File: src/rtl/trace_capture_writer.sv
// Passive Avalon-ST tap that stores accepted beats into a circular trace buffer
// over Avalon-MM, with pre-trigger history and a programmable post-trigger depth.
module trace_capture_writer #(
    parameter int DATA_W = 32,
    parameter int ADDR_W = 13,
    parameter int DEPTH  = 8192
) (
    input  logic              clk,
    input  logic              reset,
    input  logic              arm,
    input  logic              abort,
    input  logic              trig_in,
    input  logic              trig_sop_en,
    input  logic [ADDR_W:0]   post_count,
    input  logic              asi_valid,
    input  logic [DATA_W-1:0] asi_data,
    input  logic              asi_startofpacket,
    output logic              asi_ready,
    output logic [ADDR_W-1:0] mem_address,
    output logic [3:0]        mem_byteenable,
    output logic              mem_chipselect,
    output logic              mem_write,
    output logic [DATA_W-1:0] mem_writedata,
    output logic [1:0]        state,
    output logic              done,
    output logic              wrapped,
    output logic [ADDR_W-1:0] trig_addr,
    output logic [ADDR_W-1:0] wr_ptr
);

    typedef enum logic [1:0] {
        ST_IDLE     = 2'd0,
        ST_PRETRIG  = 2'd1,
        ST_POSTTRIG = 2'd2,
        ST_DONE     = 2'd3
    } state_t;

    localparam logic [ADDR_W:0]   CNT_ZERO = (ADDR_W+1)'(0);
    localparam logic [ADDR_W:0]   CNT_ONE  = (ADDR_W+1)'(1);
    localparam logic [ADDR_W:0]   DEPTH_C  = (ADDR_W+1)'(DEPTH);
    localparam logic [ADDR_W-1:0] PTR_ZERO = ADDR_W'(0);
    localparam logic [ADDR_W-1:0] PTR_ONE  = ADDR_W'(1);
    localparam logic [ADDR_W-1:0] PTR_LAST = ADDR_W'(DEPTH - 1);

    state_t              state_r;
    state_t              next_state_s;
    logic                accept_s;
    logic                trig_event_s;
    logic                do_write_s;
    logic                do_arm_s;
    logic                trig_hit_s;
    logic                dec_s;
    logic [ADDR_W:0]     post_latch_s;
    logic [ADDR_W:0]     remaining_r;
    logic                mem_write_r;
    logic [ADDR_W-1:0]   mem_address_r;
    logic [DATA_W-1:0]   mem_writedata_r;
    logic                done_r;
    logic                wrapped_r;
    logic [ADDR_W-1:0]   trig_addr_r;
    logic [ADDR_W-1:0]   wr_ptr_r;

    assign asi_ready      = 1'b1;
    assign mem_byteenable = 4'hF;
    assign accept_s       = asi_valid;
    assign trig_event_s   = accept_s & (trig_in | (trig_sop_en & asi_startofpacket));

    assign mem_write      = mem_write_r;
    assign mem_chipselect = mem_write_r;
    assign mem_address    = mem_address_r;
    assign mem_writedata  = mem_writedata_r;
    assign state          = state_r;
    assign done           = done_r;
    assign wrapped        = wrapped_r;
    assign trig_addr      = trig_addr_r;
    assign wr_ptr         = wr_ptr_r;

    // Normalise the requested post-trigger depth into the range 1..DEPTH
    always_comb begin
        post_latch_s = post_count;
        if (post_count == CNT_ZERO) begin
            post_latch_s = CNT_ONE;
        end else if (post_count > DEPTH_C) begin
            post_latch_s = DEPTH_C;
        end else begin
            post_latch_s = post_count;
        end
    end

    // Capture state register
    always_ff @(posedge clk or posedge reset) begin
        if (reset) begin
            state_r <= ST_IDLE;
        end else begin
            state_r <= next_state_s;
        end
    end

    // Next-state decode and per-cycle datapath controls; abort overrides everything
    always_comb begin
        next_state_s = state_r;
        do_write_s   = 1'b0;
        do_arm_s     = 1'b0;
        trig_hit_s   = 1'b0;
        dec_s        = 1'b0;
        if (abort) begin
            next_state_s = ST_IDLE;
        end else begin
            case (state_r)
                ST_IDLE, ST_DONE: begin
                    if (arm) begin
                        next_state_s = ST_PRETRIG;
                        do_arm_s     = 1'b1;
                    end else begin
                        next_state_s = state_r;
                    end
                end
                ST_PRETRIG: begin
                    if (accept_s) begin
                        do_write_s = 1'b1;
                        if (trig_event_s) begin
                            trig_hit_s = 1'b1;
                            dec_s      = 1'b1;
                            if (remaining_r == CNT_ONE) begin
                                next_state_s = ST_DONE;
                            end else begin
                                next_state_s = ST_POSTTRIG;
                            end
                        end else begin
                            next_state_s = ST_PRETRIG;
                        end
                    end else begin
                        next_state_s = ST_PRETRIG;
                    end
                end
                ST_POSTTRIG: begin
                    if (accept_s) begin
                        do_write_s = 1'b1;
                        dec_s      = 1'b1;
                        if (remaining_r == CNT_ONE) begin
                            next_state_s = ST_DONE;
                        end else begin
                            next_state_s = ST_POSTTRIG;
                        end
                    end else begin
                        next_state_s = ST_POSTTRIG;
                    end
                end
                default: begin
                    next_state_s = ST_IDLE;
                end
            endcase
        end
    end

    // Registered memory write port: one strobe per stored beat, one cycle after acceptance
    always_ff @(posedge clk or posedge reset) begin
        if (reset) begin
            mem_write_r     <= 1'b0;
            mem_address_r   <= PTR_ZERO;
            mem_writedata_r <= {DATA_W{1'b0}};
        end else begin
            mem_write_r <= do_write_s;
            if (do_write_s) begin
                mem_address_r   <= wr_ptr_r;
                mem_writedata_r <= asi_data;
            end else begin
                mem_address_r   <= mem_address_r;
                mem_writedata_r <= mem_writedata_r;
            end
        end
    end

    // Buffer bookkeeping: write pointer, wrap flag, trigger address and remaining depth
    always_ff @(posedge clk or posedge reset) begin
        if (reset) begin
            wr_ptr_r    <= PTR_ZERO;
            wrapped_r   <= 1'b0;
            trig_addr_r <= PTR_ZERO;
            remaining_r <= CNT_ZERO;
        end else if (do_arm_s) begin
            wr_ptr_r    <= PTR_ZERO;
            wrapped_r   <= 1'b0;
            trig_addr_r <= PTR_ZERO;
            remaining_r <= post_latch_s;
        end else begin
            if (do_write_s) begin
                wr_ptr_r <= wr_ptr_r + PTR_ONE;
                if (wr_ptr_r == PTR_LAST) begin
                    wrapped_r <= 1'b1;
                end
            end
            if (trig_hit_s) begin
                trig_addr_r <= wr_ptr_r;
            end
            if (dec_s) begin
                remaining_r <= remaining_r - CNT_ONE;
            end
        end
    end

    // Completion flag registered alongside the state it mirrors
    always_ff @(posedge clk or posedge reset) begin
        if (reset) begin
            done_r <= 1'b0;
        end else begin
            done_r <= (next_state_s == ST_DONE);
        end
    end

endmodule

File: config.mk
export PLATFORM = sky130hd
export DESIGN_NAME = trace_capture_writer
export DESIGN_NICKNAME = d
export VERILOG_FILES = /design/src/rtl/trace_capture_writer.sv
export SDC_FILE = /design/constraint.sdc
export NUM_CORES = 1
export LEC_CHECK = 0
export BUFFER_PORTS_ARGS = -buffer_cell sky130_fd_sc_hd__buf_2
export CELL_PAD_IN_SITES_DETAIL_PLACEMENT = 1
export CELL_PAD_IN_SITES_GLOBAL_PLACEMENT = 1
export CORE_MARGIN = 2
export CORE_UTILIZATION = 34
export DETAILED_ROUTE_END_ITERATION = 10
export HOLD_SLACK_MARGIN = 0.06
export PLACE_DENSITY = 0.77
export SLEW_MARGIN = 30
export SYNTH_ARGS = -nofsm -noshare
export SYNTH_HDL_FRONTEND = slang
export SYNTH_SLANG_ARGS = --single-unit
File: constraint.sdc
create_clock -name clk -period 2.8 [get_ports clk]
set_input_delay 0.42 -clock clk [delete_from_list [all_inputs] [get_ports clk]]
set_output_delay 0.42 -clock clk [all_outputs]
set_load 0.02 [all_outputs]
### Word-level counts from Yosys, hierarchy flattened

Index checks and enable logic that the tools add are counted.

| storage, ports and cells | value |
|---|---|
| flip-flop bits (word level) | 90 |
| input bits | 54 |
| output and inout bits | 82 |
| logic and storage cells | 60 |

| cells by class | value |
|---|---|
| add/sub/neg operators | 2 |
| $lt $le $gt $ge | 1 |
| equal/unequal tests | 6 |
| muxes and demuxes | 30 |
| bitwise gates (word level) | 3 |
| reductions and logical operators | 9 |

Operators by type and width:

| operator | number |
|---|---|
| $mux W14 | 4 |
| $mux W13 | 4 |
| $mux W1 | 15 |
| $eq A14 B1 Y1 const B | 1 |
| $gt A14 B14 Y1 const B | 1 |
| $logic_not A14 Y1 | 1 |
| $sub A14 B1 Y14 const B | 1 |
| $add A13 B1 Y13 const B | 1 |
| $eq A13 B13 Y1 const B | 1 |
| $mux W2 | 5 |
| $reduce_bool A2 Y1 | 4 |
| $eq A2 B2 Y1 const B | 3 |
| $pmux W2 S3 | 1 |
| $reduce_or A2 Y1 | 2 |
| $and A1 B1 Y1 | 2 |
| $eq A2 B1 Y1 const B | 1 |
| $logic_not A2 Y1 | 1 |
| $pmux W1 S2 | 1 |
| $reduce_and A2 Y1 | 1 |
| $or A1 B1 Y1 | 1 |

### Depth between registers and ports, before layout

| depth | value |
|---|---|
| depth in word-level cells | 9 |
| mapped depth | 10 |
| mapped depth without buffers | 6 |

### Worst setup path before layout

OpenSTA, ideal clock, no wires.

| path | value |
|---|---|
| kind | reg-to-reg |
| start | register state_r[0], in the netlist state[0] |
| end | register remaining_r[9] |
| setup time | 0.126 ns |
| arrival | 2.364 ns |
| required time | 2.674 ns |
| setup slack | 0.310 ns |
| stages on the path, launching flop included | 10 |
| buffers on the path | 3 |
| clock period less this slack | 2.490 ns |
| cells stage by stage | dfrtp_1 > inv_1 > ha_1 > buf_6 > or3b_1 > buf_2 > a211o_1 > buf_6 > o311a_1 > a221o_1 |

| between the ends | value |
|---|---|
| word-level cells in the longest chain between the ends | 5 |
| elaborated cells on any way between the ends | 11 |
| those cells by class | eq/ne: 3; mux: 5; reduce/logical: 3 |

RTL lines:

| what | line | text |
|---|---|---|
| start: declaration | 45 | `state_t state_r;` |
| start signal: assignment | 95 | `state_r <= next_state_s;` |
| $eq A2 B2 Y1 or $logic_not A2 Y1 (tied branches) | 109 | `case (state_r)` |
| $reduce_or A2 Y1 | 109 |  |
| $mux W1 | 109 |  |
| $mux W1 | 106 | `if (abort) begin` |
| $mux W14 or $reduce_bool A2 Y1 (tied branches) | -- |  |
| end signal: assignment | 185 | `remaining_r <= post_latch_s;` |
| end signal: assignment | 197 | `remaining_r <= remaining_r - CNT_ONE;` |
| end: declaration | 54 | `logic [ADDR_W:0] remaining_r;` |

Several ways; a longest one is shown, not always the timed one.
A chain may end at the register's enable or synchronous reset.

### Worst setup path in the final report

Ends and elaborated chain as after synthesis.

==> results.toml <==
[power]
p_int_mw = 3.03
leakagePower_nw = 2.88
combPwrFrac_pct = 37.5
total_power_mw = 5.01
swShare_pct = 39.5
vdd_ir_drop_max_v = 0.000304
switching_power_mw = 1.98
clockPowerShare_pct = 24.0
power_density_mw_per_mm2 = 954
seqPwrFrac_pct = 38.5

[yosys]
synthCells = 452
synth_top_cell_area_share_pct = 54.3
synthesis.area_mm2 = 0.00415
syn_area_per_cell_um2 = 9.17
synth_cell_types = 48
yosysTopAreaCell = "dfrtp_1"
async_flop_share_pct = 100
synth_edf_count = 0
synthFlopType = "dfrtp_1"
synth_area_leaders = "dfrtp_1 54%, nand2_1 15%, mux2i_1 3.4%"
yosysMostFrequentCell = "nand2_1"
synth_common_cells = "163 x nand2_1, 90 x dfrtp_1, 22 x inv_1"
synth-seq-cells = 90
ys_seq_area_share_pct = 54.3
yosysWarnings = 0

[global_routing]
grt_max_degree = 51
grt_util_all_layers_pct = 18.5
antenna_found_initial = 0
overflow = 0
grt_pass1_wl_um = 19000
grt_pass1_vias = 3803

[worst_setup_path]
critPathBufInv = 1
ff2ff_setup_slack_ps = 320
critPathKind = "register to register"
endpoint = "remaining_r[9]$_DFFE_PP0P_"
crit_arrival_ps = 2700
crit_path_start = "state[0]$_DFF_PP0_"
crit_fanout = 10
cpMaxStageDelayCell = "or3b_2"
end_kind = "register"
slowest_delay_ps = 580
crit_chain = "inv_1 > ha_1 > or3b_2 > a211o_1 > o311a_1 > a221o_1"
ff2ff_path_depth = 6
cp.required_ps = 3020
rr_endpoint = "remaining_r[9]$_DFFE_PP0P_"
rr_startpoint = "state[0]$_DFF_PP0_"
cp-start-kind = "register"
crit_family = "compound AO/OA/AOI/OAI gates"
critical_path_cell_count = 6

[drt]
vias = 3613
final_antenna_net_count = 0
viasPerCell = 4.95
drt-initial-drc-count = 174
drt_first_pass_iters = 4
wl_per_cell_um = 16.0
drc = 0
finalWirelength_um = 11700

[timing]
tns_ps = 0
max_freq_ghz = 0.403
finalHoldViolations = 0
maxSlewHeadroom_pct = 48.8
fin_crit_sh_pct = 88.7
fin_crit_ps = 2480
setup_violations = 0
grt_setup_unrepaired = "false"
fin_skew_ps = 7.26
worst_pin_slew_ps = 768
drv_slew = 0

[floorplan]
io_pins = 136
start_util_pct = 34.7
die-area_mm2 = 0.0131
die_h_um = 114
coreArea_mm2 = 0.0120
dieWidth_um = 114
rows = 40

[job]
cap_violations = 0

[cts]
cts_resized = 0
clk_pin_slew_ps = 60
cts.path.max_buffers = 2
cts_sinks = 90
cts_buffers = 9
htree_num_levels = 3
cts_hold_buf = 0
cts_tree = "done"
cts-root-buf = "clkbuf_16"
postCtsSetupBuffers = 0
clock_latency_ps = 340

[layout]
area_growth_pct = 26.6
final_nets = 637
antennaDiodeCount = 0
drive_gt1_share_pct = 28.3

[worst_hold_path]
hold_path_class = "input pin to asynchronous set/reset pin"

[place]
dp_hpwl_um = 8540
place_congestion = 0.838
port_buffers = 130

[status]
status = "finished, final reports clean"
## how the worst min path moves through the flow
stage | from | endpoint | cells after the start
6_report | reset | mem_writedata[11]$_DFFE_PP0P_ | 2
5_1_grt | reset | mem_writedata[15]$_DFFE_PP0P_ | 2
4_1_cts | reset | mem_writedata[11]$_DFFE_PP0P_ | 2
3_5_place_dp | mem_address[8]$_DFFE_PP0P_ | mem_address[8]$_DFFE_PP0P_ | 2
3_3_place_gp | mem_writedata[30]$_DFFE_PP0P_ | mem_writedata[30]$_DFFE_PP0P_ | 2
2_1_floorplan | remaining_r[5]$_DFFE_PP0P_ | remaining_r[5]$_DFFE_PP0P_ | 1
## cell type report
type                       instances  area, µm²
inverter                          22       83.8
fill                            1467       6710
clock buffer                       9        225
timing repair buffer             141        758
multi-input combinational        314       1680
sequential                        90       2250
clock inverter                     7       70.1
tap                              147        184
## cell families (layout without fill, tap and decap cells)
logic type	Yosys count	count (layout)	synth area share, %
AOI/OAI and AO/OA	52	52	9.51
xor gates and xnor gates	9	9	1.90
adders and majority gates	5	5	1.51
buffers and inverters	52	179	5.70
DFF	90	90	54.3
muxes	15	15	3.65
other	1	5	0.0904
and+or+nand+nor	228	228	23.3
## stage by stage
stage,instances,util (%),worst slack (ps),area (µm²),hold slack [ps]
2_1_floorplan,456,-,44.7,4160,493
3_3_place_gp,714,41.4,409,4950,451
3_5_place_dp,714,41.4,317,4950,462
4_1_cts,730,43.9,307,5250,214
5_1_grt,730,43.9,206,5250,246
6_report,730,43.9,316,5250,191
## registers in the layout (all words and copies together), names as in the netlist
signal,count
mem_chipselect,1
trig_addr,13
wr_ptr,13
done,1
remaining_r,14
wrapped,1
state,2
mem_address,13
mem_writedata,32
## metal layers
| layer | GRT usage, % | share of wire [%] |
|---|---|---|
| met1 | 23.9 | 44 |
| met2 | 31.0 | 50 |
| met3 | 3.49 | 4.6 |
| met4 | 6.67 | 1.2 |
| met5 | 0 | 0 |
## worst reg2reg max path, delay by kind of cell (launching register included)
kind,cells,cell delay [ps]
buffers and inverters,1,60
adders and majority gates,1,310
AOI/OAI and AO/OA,3,1040
DFF,1,380
and+or+nand+nor,1,580
## layout by cell type, fill, tap and decap left out, types with 7 or more instances in the layout
cell type	count
inv_1	21
mux2i_1	14
nor4_1	8
nor2_1	19
clkbuf_16	9
a21oi_1	12
nand3_1	8
buf_4	9
a211o_1	7
dfrtp_1	90
nor3_1	9
buf_2	130
nand2_1	163
## power groups by stage
stage	sequential [mW]	combinational, mW	clock, mW
floorplan	2.22	0.939	0
global route	1.98	2.08	1.31
CTS	1.93	1.90	1.25
detailed placement	1.95	1.89	0
finish	1.93	1.88	1.20
global placement	1.93	1.81	0
(Power assumes the default switching activity.)
